[config.mk]
export PLATFORM = sky130hd
export DESIGN_NAME = audio_out_stage
export DESIGN_NICKNAME = d
export VERILOG_FILES = /design/src/rtl/audio_out_stage.sv
export SDC_FILE = /design/constraint.sdc
export NUM_CORES = 1
export LEC_CHECK = 0
export BUFFER_PORTS_ARGS = -buffer_cell sky130_fd_sc_hd__buf_2
export CAP_MARGIN = 10
export CORE_UTILIZATION = 52
export DETAILED_ROUTE_END_ITERATION = 7
export GPL_TIMING_DRIVEN = 0
export MAX_ROUTING_LAYER = met4
export PLACE_DENSITY = 0.74
export SETUP_SLACK_MARGIN = 0.2
export SYNTH_ARGS = -nofsm -noshare
export SYNTH_HDL_FRONTEND = slang
export SYNTH_SLANG_ARGS = --single-unit
[constraint.sdc]
create_clock -name clk -period 18.9 [get_ports clk]
set_clock_uncertainty 0.05 [all_clocks]
set_input_delay 1.89 -clock clk [delete_from_list [all_inputs] [get_ports clk]]
set_output_delay 1.89 -clock clk [all_outputs]
set_load 0.03 [all_outputs]
[src/rtl/audio_out_stage.sv]
// Output stage that buffers stereo samples and feeds the codec write port.
// It primes the buffer before playback, then attenuates/mutes the samples and substitutes silence on underrun.
module audio_out_stage #(
   parameter int DEPTH = 8,
   parameter int PRIME = 4
) (
   input  logic                     clk,
   input  logic                     reset,
   input  logic                     in_valid,
   input  logic [23:0]              in_left,
   input  logic [23:0]              in_right,
   output logic                     in_ready,
   input  logic [2:0]               volume,
   input  logic                     mute,
   input  logic                     write_ready,
   output logic                     write,
   output logic [23:0]              writedata_left,
   output logic [23:0]              writedata_right,
   output logic [$clog2(DEPTH):0]   fill,
   output logic [15:0]              underruns
);

   localparam int AW = $clog2(DEPTH);
   localparam int FW = AW + 1;

   typedef enum logic {FILL, RUN} state_t;

   state_t          state, next_state;
   logic [23:0]     mem_left  [DEPTH];
   logic [23:0]     mem_right [DEPTH];
   logic [AW-1:0]   wr_ptr, rd_ptr;
   logic            push, pop, underrun;

   function automatic logic [23:0] scale(input logic [23:0] s, input logic [2:0] sh,
                                         input logic mu);
      logic signed [23:0] v;
      v = $signed(s) >>> sh;
      return mu ? 24'd0 : v;
   endfunction

   function automatic logic [AW-1:0] ptr_inc(input logic [AW-1:0] p);
      return (p == AW'(DEPTH - 1)) ? '0 : p + 1'b1;
   endfunction

   assign in_ready = (fill != FW'(DEPTH));
   assign push     = in_valid & in_ready;

   // NOTE: every variable gets a default before the case so no latch is inferred.
   always_comb begin
      next_state = state;
      pop        = 1'b0;
      underrun   = 1'b0;
      case (state)
         FILL: if (fill >= FW'(PRIME)) next_state = RUN;
         RUN: begin
            if (write_ready) begin
               if (fill != '0) begin
                  pop = 1'b1;
               end else begin
                  underrun   = 1'b1;
                  next_state = FILL;
               end
            end
         end
         default: next_state = FILL;
      endcase
   end

   // NOTE: the sample storage has no reset; fill and the pointers alone decide what is valid.
   always_ff @(posedge clk) begin
      if (push) begin
         mem_left[wr_ptr]  <= in_left;
         mem_right[wr_ptr] <= in_right;
      end
   end

   // NOTE: sequential state uses non-blocking assignments only.
   always_ff @(posedge clk or posedge reset) begin
      if (reset) begin
         state           <= FILL;
         wr_ptr          <= '0;
         rd_ptr          <= '0;
         fill            <= '0;
         write           <= 1'b0;
         writedata_left  <= '0;
         writedata_right <= '0;
         underruns       <= '0;
      end else begin
         state <= next_state;
         write <= pop | underrun;
         if (push) wr_ptr <= ptr_inc(wr_ptr);
         if (pop)  rd_ptr <= ptr_inc(rd_ptr);
         case ({push, pop})
            2'b10:   fill <= fill + 1'b1;
            2'b01:   fill <= fill - 1'b1;
            default: fill <= fill;
         endcase
         if (pop) begin
            writedata_left  <= scale(mem_left[rd_ptr], volume, mute);
            writedata_right <= scale(mem_right[rd_ptr], volume, mute);
         end else if (underrun) begin
            writedata_left  <= '0;
            writedata_right <= '0;
            if (underruns != 16'hFFFF) underruns <= underruns + 1'b1;
         end
      end
   end

endmodule

==> run_summary.xml <==
<?xml version="1.0" encoding="UTF-8"?>
<metrics>
  <group name="critical_path">
    <metric name="timing.rr.end" unit="">writedata_left[6]$_DFFE_PP0P_</metric>
    <metric name="critPathMaxStageDelay" unit="ns">0.73</metric>
    <metric name="timing.critical_path.slowest_stage_cell" unit="">sky130_fd_sc_hd__or4b_2</metric>
    <metric name="cp-end-kind" unit="">primary output</metric>
    <metric name="crit_family" unit="">simple AND/OR/NAND/NOR gates</metric>
    <metric name="critical_path.max_fanout" unit="">8</metric>
    <metric name="crit-reg2reg-launch" unit="">rd_ptr[2]$_DFFE_PP0P_</metric>
    <metric name="worst_ep_arrival_time" unit="ns">2.08</metric>
    <metric name="timing_worst_setup_path_type" unit="">reg -&gt; out</metric>
    <metric name="worst_ep_required_time" unit="ns">16.96</metric>
    <metric name="rr_worst_depth" unit="">8</metric>
    <metric name="regToRegSetupSlack" unit="ns">15.74</metric>
    <metric name="critical_path.cell_chain" unit="">clkbuf_1, or4b_2, buf_2</metric>
    <metric name="cp.buffers_inverters" unit="">2</metric>
    <metric name="timing.critical_path.from_type" unit="">flop</metric>
  </group>
  <group name="sta">
    <metric name="totalNegativeSetupSlack" unit="ns">0</metric>
    <metric name="final_max_slew_viol_count" unit="">0</metric>
    <metric name="timing.fmax" unit="GHz">0.249</metric>
    <metric name="report.final.hold_viol_count" unit="">0</metric>
    <metric name="final_cycle_share" unit="">0.213</metric>
    <metric name="setup_slack" unit="ns">14.88</metric>
    <metric name="final.min_clock_period" unit="ns">4.02</metric>
    <metric name="unrepaired_setup_endpoints_after_global_routing" unit="">false</metric>
    <metric name="count_of_final_setup_violators" unit="">0</metric>
    <metric name="tightestPinTransition" unit="ns">0.959</metric>
    <metric name="max_slew_margin" unit="">0.355</metric>
  </group>
  <group name="floorplan">
    <metric name="dieArea" unit="mm^2">0.0369</metric>
    <metric name="die-width" unit="um">192</metric>
    <metric name="core-area" unit="mm^2">0.0356</metric>
    <metric name="boundaryPins" unit="">126</metric>
    <metric name="start_util" unit="">0.528</metric>
    <metric name="std_cell_rows" unit="">69</metric>
    <metric name="die_h" unit="um">192</metric>
  </group>
  <group name="power">
    <metric name="seqPwrFrac" unit="">0.395</metric>
    <metric name="clockPowerShare" unit="">0.240</metric>
    <metric name="vdd_drop_max" unit="mV">0.101</metric>
    <metric name="total_leakage_power" unit="nW">7.76</metric>
    <metric name="switching_power" unit="mW">1.23</metric>
    <metric name="sw_frac_of_total" unit="">0.348</metric>
    <metric name="power_density" unit="mW/mm^2">161</metric>
    <metric name="combPwrFrac" unit="">0.365</metric>
    <metric name="p_int" unit="mW">2.30</metric>
  </group>
  <group name="drt">
    <metric name="drt_pre_antenna_iters" unit="">7</metric>
    <metric name="drt.antenna.violating_nets" unit="">0</metric>
    <metric name="drt-initial-drc-count" unit="">1102</metric>
    <metric name="num_vias" unit="">10600</metric>
    <metric name="route.detailed.wl_per_inst" unit="um">25.7</metric>
    <metric name="drcViolationCount" unit="">0</metric>
    <metric name="postRouteWirelength" unit="um">44000</metric>
    <metric name="dr_vias_cell" unit="">6.20</metric>
  </group>
  <group name="clock_tree">
    <metric name="cts.clk_slew.worst_paths" unit="ns">0.06</metric>
    <metric name="post-cts-setup-buffers" unit="">0</metric>
    <metric name="numClockSinks" unit="">460</metric>
    <metric name="max-clock-path-buffers" unit="">3</metric>
    <metric name="post_cts_hold_buffer_count" unit="">0</metric>
    <metric name="clk_root_buffer_cell" unit="">sky130_fd_sc_hd__clkbuf_16</metric>
    <metric name="ctsResizeCount" unit="">0</metric>
    <metric name="worstSkewPairLatency" unit="ns">0.58</metric>
    <metric name="cts_buffers" unit="">45</metric>
    <metric name="htreeDepth" unit="">2</metric>
    <metric name="tritoncts" unit="">yes</metric>
  </group>
  <group name="finish">
    <metric name="seq_area" unit="mm^2">0.0134</metric>
    <metric name="final.fill_count" unit="">2526</metric>
    <metric name="design.final.nets" unit="">1273</metric>
    <metric name="share_of_final_layout_standard_cells_stronger_than_drive_strength_1" unit="">0.320</metric>
    <metric name="multi_input_comb_area" unit="mm^2">0.00510</metric>
    <metric name="finish.instance_area" unit="mm^2">0.0219</metric>
    <metric name="area_growth" unit="%">16.6</metric>
  </group>
  <group name="min_path">
    <metric name="worstHoldStart" unit="">underruns[15]$_DFFE_PP0P_</metric>
    <metric name="hold_depth" unit="">1</metric>
    <metric name="hold_path_class" unit="">reg -&gt; reg</metric>
    <metric name="worst_hold_path.endpoint" unit="">underruns[15]$_DFFE_PP0P_</metric>
  </group>
  <group name="synthesis">
    <metric name="post_synth.cell_area_avg" unit="um^2">18.8</metric>
    <metric name="synth_seq_area_share" unit="">0.715</metric>
    <metric name="synth.top_cell.area_share" unit="">0.614</metric>
    <metric name="cell_accounting_for_the_most_synthesized_area" unit="">sky130_fd_sc_hd__edfxtp_1</metric>
    <metric name="synth_common_cells" unit="">sky130_fd_sc_hd__edfxtp_1, sky130_fd_sc_hd__mux4_2, sky130_fd_sc_hd__dfrtp_1</metric>
    <metric name="synth-async-reset-ratio" unit="">0.165</metric>
    <metric name="postSynthRegisterBits" unit="">460</metric>
    <metric name="netlist_area" unit="mm^2">0.0188</metric>
    <metric name="synth.most_common_cell" unit="">sky130_fd_sc_hd__edfxtp_1</metric>
    <metric name="cell_types_with_the_largest_area_share_after_synthesis" unit="">sky130_fd_sc_hd__edfxtp_1, sky130_fd_sc_hd__mux4_2, sky130_fd_sc_hd__dfrtp_1, sky130_fd_sc_hd__mux2_2, sky130_fd_sc_hd__a221o_1</metric>
    <metric name="ys.warnings.count" unit="">0</metric>
    <metric name="netlist-cell-type-count" unit="">54</metric>
    <metric name="net_count_after_synthesis" unit="">1064</metric>
    <metric name="number_of_synthesized_flops_with_an_enable_pin" unit="">384</metric>
    <metric name="gate_count_after_technology_mapping" unit="">1000</metric>
    <metric name="synth-main-ff-cell" unit="">sky130_fd_sc_hd__edfxtp_1</metric>
  </group>
  <group name="placement">
    <metric name="numPortBuffers" unit="">125</metric>
    <metric name="place.gp.congestion" unit="">0.929</metric>
    <metric name="dpl_cell_area" unit="mm^2">0.0205</metric>
    <metric name="place_ws" unit="ns">14.86</metric>
    <metric name="dp.final_hpwl" unit="um">31000</metric>
  </group>
  <group name="global_route">
    <metric name="grt_usage" unit="">0.255</metric>
    <metric name="grt_start_max_net_pins" unit="">64</metric>
    <metric name="overflow" unit="">0</metric>
    <metric name="grt_antenna_before_repair" unit="">2</metric>
    <metric name="grt_pass1_wl" unit="um">65700</metric>
    <metric name="via_count_of_the_first_global_routing_pass" unit="">10600</metric>
  </group>
  <group name="flow_run">
    <metric name="max_cap_check_violation_count" unit="">0</metric>
  </group>
  <group name="outcome">
    <metric name="outcome" unit="">complete, no violations</metric>
  </group>
</metrics>
routing by layer:
layer | routed length (um) | global-route usage
met1 | 18200 | 0.345
met2 | 21100 | 0.391
met3 | 3540 | 0.0493
met4 | 1200 | 0.0851
met5 | 0 | -
metrics by stage:
stage | power (mW) | utilization | hold slack, ns | cells
global placement | 2.66 | 0.562 | 0.423 | 1586
floorplan | 2.25 | - | 0.409 | 1000
finish | 3.53 | 0.615 | 0.441 | 1708
global route | 3.67 | 0.615 | 0.463 | 1707
detailed placement | 2.70 | 0.576 | 0.437 | 1623
CTS | 3.55 | 0.615 | 0.445 | 1705
final cells by class:
| type | instances | area share |
|---|---|---|
| multi-input cells | 481 | 0.233 |
| clock inverters | 19 | 0.00600 |
| diodes | 3 | 0.000343 |
| clock buffers | 63 | 0.0573 |
| flip-flops and latches | 460 | 0.614 |
| well taps | 461 | 0.0263 |
| repair buffers | 162 | 0.0499 |
| inverters | 4 | 0.000800 |
| plain buffers | 55 | 0.0125 |
worst max path at each step:
stage / startpoint / to / slack, ns / cells after the start
after floorplan: in_valid / mem_left[0][0]$_DFFE_PP_ / 11.61 / 2
after global placement: in_valid / mem_right[0][15]$_DFFE_PP_ / 6.49 / 3
after detailed placement: write_ready / fill[2]$_DFFE_PP0P_ / 14.86 / 10
after CTS: fill[1]$_DFFE_PP0P_ / in_ready / 14.87 / 3
after global routing: fill[1]$_DFFE_PP0P_ / in_ready / 14.81 / 3
final: fill[1]$_DFFE_PP0P_ / in_ready / 14.88 / 3
cells in the final DEF, fill, tap and decap left out, types with 4 or more instances in the layout:
cell	n
sky130_fd_sc_hd__nand3_1	8
sky130_fd_sc_hd__mux2_2	40
sky130_fd_sc_hd__xor2_1	7
sky130_fd_sc_hd__dfrtp_1	76
sky130_fd_sc_hd__buf_6	27
sky130_fd_sc_hd__buf_1	5
sky130_fd_sc_hd__a221o_1	34
sky130_fd_sc_hd__a211o_1	5
sky130_fd_sc_hd__and2_1	23
sky130_fd_sc_hd__nand2b_1	5
sky130_fd_sc_hd__clkbuf_1	46
sky130_fd_sc_hd__nand4_1	5
sky130_fd_sc_hd__o21ai_0	6
sky130_fd_sc_hd__xnor2_1	13
sky130_fd_sc_hd__edfxtp_1	384
sky130_fd_sc_hd__nand2_1	31
sky130_fd_sc_hd__nor2_1	47
sky130_fd_sc_hd__clkbuf_16	45
sky130_fd_sc_hd__nor3_2	5
sky130_fd_sc_hd__mux4_2	102
sky130_fd_sc_hd__clkinv_1	9
sky130_fd_sc_hd__buf_12	6
sky130_fd_sc_hd__o22ai_1	52
sky130_fd_sc_hd__nor3_1	10
sky130_fd_sc_hd__buf_2	134
sky130_fd_sc_hd__clkinv_2	6
sky130_fd_sc_hd__o2bb2ai_1	4
sky130_fd_sc_hd__buf_4	7
sky130_fd_sc_hd__mux2i_1	22
sky130_fd_sc_hd__a211oi_1	5
sky130_fd_sc_hd__clkbuf_8	6
sky130_fd_sc_hd__a21oi_1	5
sky130_fd_sc_hd__ha_1	8
cell families after synthesis:
logic type | Yosys count | share of synthesized area
AOI/OAI and AO/OA | 134 | 0.0552
xor gates and xnor gates | 20 | 0.00933
adders and majority gates | 8 | 0.00533
buffers and inverters | 59 | 0.0154
DFF | 460 | 0.715
muxes | 166 | 0.160
and+or+nand+nor | 153 | 0.0398
state kept, by name, indices dropped and copies added, names as in the netlist:
| register | flops |
|---|---|
| rd_ptr | 3 |
| mem_right | 192 |
| state | 1 |
| writedata_right | 24 |
| mem_left | 192 |
| write | 1 |
| wr_ptr | 3 |
| writedata_left | 24 |
| fill | 4 |
| underruns | 16 |
power by group through the flow:
stage          combinational [mW]  clock, mW  sequential, mW
2_1_floorplan               0.757          0            1.49
3_3_place_gp                 1.22          0            1.43
3_5_place_dp                 1.29          0            1.41
4_1_cts                      1.29      0.859            1.39
5_1_grt                      1.37      0.899            1.41
6_report                     1.29      0.845            1.39
Note: power is estimated with default switching activity, not from simulation.
